===== src/rtl/wb_stage.sv =====
// MEM/WB pipeline register and writeback control: result selection,
// r0 write suppression, sticky halt and a saturating retire counter.
module wb_stage #(
    parameter int DATA_WIDTH     = 16,
    parameter int REG_ADDR_WIDTH = 4,
    parameter int COUNT_WIDTH    = 16
) (
    input  logic                      clk,
    input  logic                      rst,
    input  logic                      mem_valid,
    input  logic                      mem_RegWrite,
    input  logic [REG_ADDR_WIDTH-1:0] mem_DstReg,
    input  logic [1:0]                mem_WbSel,
    input  logic [DATA_WIDTH-1:0]     mem_AluResult,
    input  logic [DATA_WIDTH-1:0]     mem_LoadData,
    input  logic [DATA_WIDTH-1:0]     mem_PcPlus2,
    input  logic                      mem_Halt,
    input  logic                      stall,
    input  logic                      flush,
    output logic [REG_ADDR_WIDTH-1:0] DstReg,
    output logic                      WriteReg,
    output logic [DATA_WIDTH-1:0]     DstData,
    output logic                      wb_valid,
    output logic                      Halted,
    output logic [COUNT_WIDTH-1:0]    RetireCount
);

    typedef enum logic {
        RUN,
        HALT
    } state_t;

    state_t                    state;
    state_t                    state_next;
    logic                      wb_RegWrite;
    logic                      wb_Halt;
    logic                      halting;
    logic                      bubble;
    logic [DATA_WIDTH-1:0]     sel_data;

    assign Halted = (state == HALT);

    // The edge that retires HLT must already refuse the next instruction,
    // so the sticky flag is anticipated rather than waited for.
    assign halting = Halted | (wb_valid & wb_Halt);
    assign bubble  = halting | flush | stall;

    // Result source select; code 3 is reserved and falls back to the ALU.
    always_comb begin
        sel_data = mem_AluResult;
        case (mem_WbSel)
            2'd1:    sel_data = mem_LoadData;
            2'd2:    sel_data = mem_PcPlus2;
            default: sel_data = mem_AluResult;
        endcase
    end

    // Halt state transition: leave RUN once HLT sits in WB.
    always_comb begin
        state_next = state;
        if (state == RUN && wb_valid && wb_Halt)
            state_next = HALT;
    end

    // Halt state register.
    always_ff @(posedge clk) begin
        if (rst)
            state <= RUN;
        else
            state <= state_next;
    end

    // MEM/WB capture: bubbles clear control, data fields keep stale values.
    always_ff @(posedge clk) begin
        if (rst) begin
            wb_valid    <= 1'b0;
            wb_RegWrite <= 1'b0;
            wb_Halt     <= 1'b0;
            DstReg      <= '0;
            DstData     <= '0;
        end else if (bubble) begin
            wb_valid    <= 1'b0;
            wb_RegWrite <= 1'b0;
            wb_Halt     <= 1'b0;
        end else begin
            wb_valid    <= mem_valid;
            wb_RegWrite <= mem_RegWrite;
            wb_Halt     <= mem_Halt;
            DstReg      <= mem_DstReg;
            DstData     <= sel_data;
        end
    end

    // Retired-instruction counter, saturating and frozen after halt.
    always_ff @(posedge clk) begin
        if (rst)
            RetireCount <= '0;
        else if (!Halted && wb_valid && RetireCount != '1)
            RetireCount <= RetireCount + 1'b1;
    end

    assign WriteReg = wb_valid & wb_RegWrite & ~wb_Halt &
                      (DstReg != '0) & ~Halted;

endmodule


===== config.mk =====
export PLATFORM = sky130hd
export DESIGN_NAME = wb_stage
export DESIGN_NICKNAME = d
export VERILOG_FILES = /design/src/rtl/wb_stage.sv
export SDC_FILE = /design/constraint.sdc
export NUM_CORES = 1
export LEC_CHECK = 0
export BUFFER_PORTS_ARGS = -buffer_cell sky130_fd_sc_hd__buf_2
export CAP_MARGIN = 15
export CELL_PAD_IN_SITES_DETAIL_PLACEMENT = 2
export CELL_PAD_IN_SITES_GLOBAL_PLACEMENT = 2
export CORE_MARGIN = 1
export CORE_UTILIZATION = 24
export DETAILED_ROUTE_END_ITERATION = 16
export GPL_TIMING_DRIVEN = 0
export PLACE_DENSITY_LB_ADDON = 0.1
export SYNTH_ARGS = -nofsm -noshare
export SYNTH_HDL_FRONTEND = slang
export SYNTH_SLANG_ARGS = --single-unit

===== constraint.sdc =====
create_clock -name clk -period 2.28 [get_ports clk]
set_input_delay 0.342 -clock clk [delete_from_list [all_inputs] [get_ports clk]]
set_output_delay 0.342 -clock clk [all_outputs]
set_load 0.02 [all_outputs]

* Word level (Yosys, flattened, before mapping)
Cells that the tools add are included.
** Word-level totals
- Bits in latches :: 0
- Bits in registers :: 40
- ROM bits :: 0
- Bits of input ports :: 61
- Memories :: 0
- Bits in writable memories :: 0
- Logic and storage cells :: 29
- Output and inout bits :: 39
** Operators by class
- Bitwise logic cells :: 10
- Mux-type cells :: 1
- Shift operators :: 0
- Multipliers :: 0
- Divide/modulo/power cells :: 0
- Order comparisons :: 0
- Add/sub/neg operators :: 1
- Equal/unequal tests :: 3
- Reductions and logical operators :: 7
** Operator list (count)
- $pmux 16 s2 :: 1
- $add 16x1->16 const B :: 1
- $ne 16x16->1 const B :: 1
- $and 1x1->1 :: 5
- $logic_and 1x1->1 :: 4
- $reduce_bool 4->1 :: 1
- $or 1x1->1 :: 3
- $eq 2x1->1 const B :: 1
- $eq 2x2->1 const B :: 1
- $not 1->1 :: 2
- $reduce_or 2->1 :: 1
- $logic_not 1->1 :: 1

* Longest topological paths before layout
Gate-level depths: netlist of run 1.
- Word-level depth :: 5
- Gate-level depth with buffers :: 8
- Gate-level depth less buffers :: 6

* Least setup slack after synthesis of run 1
Ideal clock, no wire load.
- Kind :: register to register
- Start :: register RetireCount[0]
- End :: register RetireCount[1]
- Setup slack :: 0.465 ns
- Stages on the path, launching flop included :: 7
- Setup time :: 0.128 ns
- Data arrival time :: 1.687 ns
- Clock period less this slack :: 1.815 ns
- Required time :: 2.152 ns
- Buffers on the path :: 1
- Cells stage by stage :: dfxtp_1 ha_1 nand3_2 o41ai_2 buf_4 mux2i_1 nor2_1
** Between the ends
- Word-level cells in the longest chain between the ends :: 2
- Elaborated cells on any way between the ends :: 3
- Classes of those cells :: 1 x add/sub; 1 x eq/ne; 1 x reduce/logical
** RTL lines
- start: declaration :: RTL line 25 : output logic [COUNT_WIDTH-1:0] RetireCount
- start signal: assignment :: RTL line 99 : RetireCount <= RetireCount + 1'b1;
- parallel branches: the longest is 2 deep, another holds $add 16x1->16
Parallel ways; which one is timed is not known.
A chain may end at the register's enable or synchronous reset.

* Worst setup path after layout of run 1
Same ends and word-level chain as after synthesis.

==> impl_metrics.tcl, run 1 <==
set metrics [dict create \
    ys_warn_count 0 \
    wl_per_cell_um 14.31 \
    p_seq_share_pct 45.6 \
    cts_setup_buffers 0 \
    drive_gt1_share_pct 31.77 \
    slowest_stage "o41ai_2" \
    drtPass1Iterations 4 \
    synth.distinct_cells 38 \
    io_pins 100 \
    final-hold-violation-count 0 \
    path_class "flop to flop" \
    via_per_inst 4.909 \
    hp-class "input pin to flop" \
    syn_nets 319 \
    p_comb_share_pct 14.0 \
    yosysSeqAreaShare_pct 40.58 \
    grt_overflow 0 \
    cts_hold_buf 0 \
    setup_tns_ps 0 \
    worstPathArrival_ps 2060 \
    cp-end-kind "flop" \
    num_rows 32 \
    min_from "mem_Halt" \
    regArea_um2 800.8 \
    clock_power_share_pct 40.4 \
    finalInstanceArea_um2 2723 \
    netlist_area_um2 1973 \
    min_period_ps 1894 \
    fill_cells 987 \
    slew_headroom_pct 65.33 \
    multi_input_area_um2 1090 \
    internal_power_mw 1.194 \
    tritoncts "done" \
    grt_pass1_vias 2408 \
    final_cell_mix "buf_2 (99), nand2_1 (61), dfxtp_1 (40)" \
    maxCapViolations 0 \
    htree_levels 2 \
    hpwl_mm 5.444 \
    numCtsBuffers 5 \
    skew_ps 4.642 \
    p_sw_mw 0.4025 \
    holdWs_ps 282.6 \
    cp_cell_sequence "ha_1 > nand3_2 > o41ai_2 > buf_4 > mux2i_1 > nor2_1" \
    die-area_um2 8588 \
    cp.required_ps 2450 \
    final_common_cell "buf_2" \
    clk_latency_ps 290 \
    synthCells 255 \
    cts_sinks 40 \
    setup_violations 0 \
    drv_slew 0 \
    p_sw_share_pct 25.21 \
    rsz0062_at_grt "no" \
    clk_pin_slew_worst_paths_ps 80 \
    drt_iter0_markers 40 \
    clock.fmax_mhz 528.0 \
    power_mw 1.596 \
    portBuffers 99 \
    routed_wl_mm 6.642 \
    r2r_slack_ps 390 \
    root_buffer "clkbuf_8" \
    syn_to_final_growth_pct 37.98 \
    status "completed" \
    coreArea_um2 7848 \
    post-route-period-util_pct 83.06 \
    antenna_cells 0 \
    nets 425 \
    p_leak_nw 1.197 \
    start_util_pct 25.14 \
    gp_congestion 0.6896 \
    drc 0 \
    worst_pin_slew_ps 520.0 \
    antenna_found_initial 0 \
    ys_ff_latch 40 \
    cp_slowest_stage_delay_ps 440 \
    cts_resized 0 \
    postPlaceCellArea_um2 2596 \
    grt_pass1_wl_mm 11.25 \
    ant_nets 0 \
    fp.dieH_um 92.67 \
    vias 2278 \
    crit_fanout 10 \
    power_density_nw_per_um2 586.3 \
    ir_drop_uv 191.1 \
    clockBufferDepth 2 \
    avgSynthCellArea_um2 7.738 \
    grt_usage_pct 16.31 \
    grt_max_degree 13 \
    r2r_start "RetireCount[0]$_SDFFE_PP0P_" \
    crit_start "RetireCount[0]$_SDFFE_PP0P_" \
    setup.worst_path.start_class "flop" \
    die_w_um 92.67 \
]
-- final cells by class --
cell class              count  area share [%]
multi-input cells         194           40.03
flip-flops and latches     40           29.41
repair buffers             99           18.20
well taps                 102           4.687
clock buffers               7           3.539
plain buffers              16           2.344
clock inverters             1           1.103
inverters                   5          0.6893
-- path summary, 6_finish.rpt --
| check | cells past startpoint | endpoint |
|---|---|---|
| worst max-delay path | 6 | RetireCount[1]$_SDFFE_PP0P_ |
| worst min-delay path | 2 | wb_Halt$_SDFF_PP0_ |
| worst max register to register | 6 | RetireCount[1]$_SDFFE_PP0P_ |
| worst min register to register | 2 | DstData[11]$_SDFFE_PP0N_ |
-- cells in the mapped netlist, drive strengths merged --
library cell | n | share of area [%]
a21oi | 29 | 7.4
a22oi | 16 | 6.1
and2 | 1 | 0.32
and3 | 4 | 1.3
and4 | 1 | 0.57
and4b | 1 | 0.51
buf | 3 | 0.76
clkbuf | 13 | 2.5
dfxtp | 40 | 41
ha | 3 | 1.9
inv | 5 | 0.95
mux2 | 3 | 1.7
mux2i | 1 | 0.51
nand2 | 61 | 12
nand2b | 2 | 0.63
nand3 | 5 | 1.5
nand4 | 5 | 2.3
nor2 | 11 | 2.1
nor2b | 4 | 1.3
nor3 | 2 | 0.76
nor4 | 4 | 1.3
nor4b | 2 | 0.89
nor4bb | 1 | 0.51
o21a | 2 | 0.76
o21ai | 21 | 5.3
o311ai | 1 | 0.44
o31ai | 3 | 1.1
o41ai | 2 | 1.3
or3 | 5 | 1.6
or4 | 3 | 1.1
xor2 | 1 | 0.44
-- critical path: cells and delay by family, from the launching register on --
kind,cells,cell delay (ps)
flops,1,410
simple gates,2,250
buf+inv,1,230
compound gates,1,440
mux,1,190
fa+ha+maj,1,240
-- power by group through the flow --
| stage | clock (mW) | combinational (mW) | sequential [mW] |
|---|---|---|---|
| 3_3_place_gp | 0 | 0.222 | 0.744 |
| 5_1_grt | 0.699 | 0.257 | 0.731 |
| 4_1_cts | 0.669 | 0.230 | 0.728 |
| 6_report | 0.645 | 0.224 | 0.728 |
| 2_1_floorplan | 0 | 0.0989 | 0.765 |
| 3_5_place_dp | 0 | 0.230 | 0.745 |
-- layer usage --
metal  share of wire (%)  global-route usage (%)  vias up  wire length (um)
li1                    -                       -     1119                 -
met1                  43                   19.32     1084              2862
met2                  50                   29.26       69              3321
met3                 5.6                   3.695        6               375
met4                 1.2                   4.615        0                83
met5                   0                       0        -                 0
-- metrics by stage --
step                      util [%]  setup slack [ps]  instances
final                        34.69             386.2        464
after global routing         34.69             238.6        464
after CTS                    34.69             366.1        464
after detailed placement     33.08             312.9        456
after global placement       33.08             365.2        456
after floorplan                  -             465.5        255
-- state kept, by name, indices dropped and copies added, names as in the netlist --
signal,flops
wb_Halt,1
wb_RegWrite,1
DstData,16
RetireCount,16
DstReg,4
wb_valid,1
Halted,1
-- cell families (layout without fill, tap and decap cells) --
logic type / count (synthesis) / in the layout / synth area share, %
compound gates: 74 / 74 / 22.38
xor+xnor: 1 / 1 / 0.4440
mux: 4 / 4 / 2.219
simple gates: 112 / 112 / 28.28
buf+inv: 21 / 128 / 4.186
fa+ha+maj: 3 / 3 / 1.903
flops: 40 / 40 / 40.58
(Power assumes the default switching activity.)
==> inputs of run 2 (changes only) <==
Clock period 2.28 ns to 1.95 ns, I/O delays scaled along.
==> run 2 against run 1 <==
Die area unchanged. Sequential power up 17%. Routed wire length up 0.44%. Global-route usage unchanged. First-iteration DRC count down 13%. Combinational power up 17%. Design area up 0.83%. Critical endpoint unchanged. Critical path depth down 1. Highest routed layer unchanged. Hold slack worse by 49 ps. Clock skew about the same. Register-to-register slack worse by 240 ps. Clock power up 17%.
==> impl_metrics.tcl, run 2 (synthesis gave the netlist of run 1 again) <==
set metrics [dict create \
    final_cell_mix "buf_2 (99), nand2_1 (61), dfxtp_1 (39)" \
    power_mw 1.867 \
    tritoncts "done" \
    drive_gt1_share_pct 32.42 \
    min_period_ps 1806 \
    power_density_nw_per_um2 679.9 \
    htree_levels 2 \
    path_class "flop to flop" \
    hp-class "input pin to flop" \
    crit_fanout 10 \
    cp_cell_sequence "nand4_1 > o41ai_2 > buf_4 > mux2i_1 > nor2_1" \
    hpwl_mm 5.444 \
    drv_slew 0 \
    slew_headroom_pct 65.33 \
    rsz0062_at_grt "no" \
    cp_slowest_stage_delay_ps 490 \
    nets 427 \
    fp.dieH_um 92.67 \
    p_leak_nw 1.223 \
    post-route-period-util_pct 92.64 \
    cts_sinks 40 \
    worstPathArrival_ps 1980 \
    worst_pin_slew_ps 520.1 \
    routed_wl_mm 6.671 \
    grt_pass1_wl_mm 11.25 \
    io_pins 100 \
    grt_max_degree 13 \
    fill_cells 984 \
    antenna_found_initial 0 \
    root_buffer "clkbuf_8" \
    final_cells 466 \
    coreArea_um2 7848 \
    ant_nets 0 \
    maxCapViolations 0 \
    final-hold-violation-count 0 \
    slowest_stage "dfxtp_1" \
    wl_per_cell_um 14.32 \
    portBuffers 99 \
    grt_overflow 0 \
    setup_tns_ps 0 \
    drt_iter0_markers 35 \
    holdWs_ps 233.3 \
    cp-end-kind "flop" \
    clock.fmax_mhz 553.6 \
    syn_to_final_growth_pct 39.12 \
    setup.worst_path.start_class "flop" \
    antenna_cells 0 \
    placedCellCount 456 \
    die_w_um 92.67 \
    crit_family "flip-flops" \
    ir_drop_uv 223.4 \
    path_buf_inv 1 \
    die-area_um2 8588 \
    clk_latency_ps 290 \
    final_common_cell "buf_2" \
    vias 2279 \
    drtPass1Iterations 4 \
    num_rows 32 \
    start_util_pct 25.14 \
    gp_congestion 0.6896 \
    clockBufferDepth 2 \
    skew_ps 4.687 \
    drc 0 \
    grt_pass1_vias 2408 \
    via_per_inst 4.891 \
    setup_violations 0 \
    grt_usage_pct 16.31 \
    reg_top3 "DstData: 16 flops, RetireCount: 16 flops, DstReg: 4 flops" \
    status "completed" \
    cp.required_ps 2120 \
    numCtsBuffers 5 \
    clk_pin_slew_worst_paths_ps 80 \
]
[run 2: worst paths after layout]
kind / from / end / slack [ps] / depth (start not counted)
setup / recovery: RetireCount[7]$_SDFFE_PP0P_ / RetireCount[1]$_SDFFE_PP0P_ / 140 / 5
hold / removal: mem_Halt / wb_Halt$_SDFF_PP0_ / 230 / 2
setup reg to reg: RetireCount[7]$_SDFFE_PP0P_ / RetireCount[1]$_SDFFE_PP0P_ / 140 / 5
hold reg to reg: DstData[11]$_SDFFE_PP0N_ / DstData[11]$_SDFFE_PP0N_ / 460 / 2
[run 2: timing repair]
item | CTS | global route
resized for setup | 0 | 2
hold buffers | 0 | 0
buffers inserted | 0 | 2
setup endpoints to repair | 0 | 8
[run 2: per-stage QoR]
| stage | utilization (%) | instance area, um2 | setup WS [ps] |
|---|---|---|---|
| finish | 34.98 | 2745 | 143.6 |
| detailed placement | 33.08 | 2596 | 32.39 |
| global route | 34.98 | 2745 | 17.10 |
| floorplan | - | 1973 | 135.5 |
| global placement | 33.08 | 2596 | 84.72 |
| CTS | 34.69 | 2723 | 36.09 |
[run 2: final cells by class]
class / instances / area, um2 / area share, %
multi-input cells: 194 / 1096 / 39.93
flip-flops and latches: 40 / 802.0 / 29.22
repair buffers: 101 / 510.5 / 18.60
well taps: 102 / 127.6 / 4.649
clock buffers: 7 / 96.34 / 3.510
plain buffers: 16 / 63.81 / 2.325
clock inverters: 1 / 30.03 / 1.094
inverters: 5 / 18.77 / 0.6837
[run 2: worst register-to-register path, stage by stage (launching register included)]
cell	delay, ps
dfxtp_1	490
nand4_1	270
o41ai_2	450
buf_4	230
mux2i_1	200
nor2_1	50
[run 2: where the power goes]
part | switching [mW] | total [mW] | internal [mW]
Sequential | 0.0129 | 0.851 | 0.838
Combinational | 0.156 | 0.262 | 0.106
Clock | 0.302 | 0.754 | 0.452
[run 2: per-layer routing]
layer	vias to the layer above	global-route usage, %	share of wire (%)
met1	1084	19.32	43
met2	67	29.26	50
met5	-	0	0
met4	0	4.615	1.2
li1	1122	-	-
met3	6	3.695	5.6
==> inputs of run 3 (changes only) <==
Settings changed: REMOVE_ABC_BUFFERS set to 1.
==> run 3 against run 2 <==
Power fell by 13%. Critical endpoint is now RetireCount[15]$_SDFFE_PP0P_. Flip-flop and latch count did not move. Hold slack improved by 1.6 ps. Highest routed layer unchanged. Worst setup slack got worse by 33 ps. Clock-buffer cell count fell by 1. Sequential share of layout area rose by 0.63 points. Clock power fell by 31%. Design area fell by 2.3%. Critical path depth fell by 1. First-iteration DRC count rose by 17%. Clock skew barely moved.
==> impl_metrics.tcl, run 3 (synthesis gave the netlist of run 1 again) <==
set metrics [dict create \
    status "completed" \
    path_buf_inv 0 \
    fp.dieH_um 92.67 \
    hpwl_mm 4.929 \
    cts_sinks 40 \
    final-hold-violation-count 0 \
    met3_usage_pct 3.202 \
    crit_family "simple AND/OR/NAND/NOR gates" \
    worst_pin_slew_ps 877.0 \
    reg_top3 "DstData: 16 flops, RetireCount: 16 flops, DstReg: 4 flops" \
    clk_latency_ps 290 \
    vias 2184 \
    ir_drop_uv 271.7 \
    wl_per_cell_um 14.85 \
    grt_overflow 0 \
    grt_use_met1_pct 19.66 \
    grt_max_degree 41 \
    start_util_pct 25.14 \
    clk_pin_slew_worst_paths_ps 80 \
    final_common_cell "buf_2" \
    die_w_um 92.67 \
    post-route-period-util_pct 94.35 \
    hp-class "input pin to flop" \
    use_met2_pct 28.52 \
    nets 415 \
    cp.required_ps 2130 \
    cts_hold_buf 0 \
    grt_pass1_wl_mm 10.90 \
    num_rows 32 \
    ant_nets 0 \
    numCtsBuffers 5 \
    drt_iter0_markers 41 \
    final_cell_mix "buf_2 (99), nand2_1 (61), dfxtp_1 (40)" \
    cp_slowest_stage_delay_ps 480 \
    syn_to_final_growth_pct 35.95 \
    power_density_nw_per_um2 607.2 \
    grt_usage_pct 16.05 \
    rsz0062_at_grt "no" \
    antenna_found_initial 0 \
    htree_levels 2 \
    setup_violations 0 \
    via_per_inst 4.821 \
    holdWs_ps 234.9 \
    drtPass1Iterations 2 \
    slowest_stage "dfxtp_1" \
    routed_wl_mm 6.729 \
    die-area_um2 8588 \
    path_class "flop to flop" \
    drive_gt1_share_pct 33.90 \
    cp-end-kind "flop" \
    antenna_cells 0 \
    cp_cell_sequence "and4_4 > nand4_4 > nor4bb_1 > mux2_2" \
    setup.worst_path.start_class "flop" \
    worstPathArrival_ps 2020 \
    maxCapViolations 0 \
    skew_ps 4.738 \
    coreArea_um2 7848 \
    slew_headroom_pct 41.54 \
    power_mw 1.629 \
    drc 0 \
    gp_congestion 0.7169 \
    min_period_ps 1840 \
    portBuffers 99 \
    crit_fanout 7 \
    drv_slew 0 \
    clock.fmax_mhz 543.5 \
    root_buffer "clkbuf_8" \
    p_leak_nw 1.184 \
    io_pins 100 \
    busiest_layer "met2" \
    clockBufferDepth 2 \
    grt_pass1_vias 2225 \
    tritoncts "done" \
]
## run 3: cell count changes in the layout (fill, tap and decap cells not counted), sizes merged
cell | before | now
clkinv | 0 | 1
bufinv | 1 | 0
clkbuf | 20 | 6
buf | 104 | 105
## run 3: routing by layer
layer	vias up	part of all wire, %
li1	1099	-
met1	1032	45
met2	49	50
met3	4	4.4
met4	0	0.86
met5	-	0
## run 3: final cells by class
cell class / count / area (um2)
clock buffer: 6 / 72.57
clock inverter: 1 / 5.005
fill: 976 / 5165
inverter: 5 / 18.77
multi-input combinational: 194 / 1114
sequential: 40 / 800.8
tap: 102 / 127.6
timing repair buffer: 105 / 544.3
## run 3: through the flow
step / setup slack, ps / setup TNS, ps / instance area, um2 / util (%) / instances
after global routing: 49.87 / 0 / 2683 / 34.18 / 453
after global placement: -447.6 / -3169 / 2532 / 32.27 / 440
after detailed placement: -498.0 / -2565 / 2544 / 32.41 / 441
after floorplan: -210.9 / -353.0 / 1909 / - / 239
after CTS: 31.86 / 0 / 2640 / 33.64 / 449
final: 110.2 / 0 / 2683 / 34.18 / 453
## run 3: final timing paths
path / end / slack, ps / start / depth (start not counted)
setup / recovery: RetireCount[15]$_SDFFE_PP0P_ / 110 / RetireCount[2]$_SDFFE_PP0P_ / 4
hold / removal: wb_valid$_SDFF_PP0_ / 230 / mem_valid / 2
setup reg to reg: RetireCount[15]$_SDFFE_PP0P_ / 110 / RetireCount[2]$_SDFFE_PP0P_ / 4
hold reg to reg: DstData[13]$_SDFFE_PP0N_ / 460 / DstData[13]$_SDFFE_PP0N_ / 2
## run 3: power by group
part	internal, mW	switching (mW)
combinational	0.104	0.152
sequential	0.838	0.0119
clock	0.244	0.280
## run 3: worst register-to-register path, stage by stage (launching register included)
cell      delay (ps)
dfxtp_1          480
and4_4           300
nand4_4          150
nor4bb_1         430
mux2_2           380
## run 3: what timing repair did
action | 4_1_cts | 5_1_grt
endpoints found under the setup margin | 7 | 14
resized for setup | 1 | 3
gates cloned | 0 | 0
buffers inserted | 1 | 4
pin swaps | 1 | 3
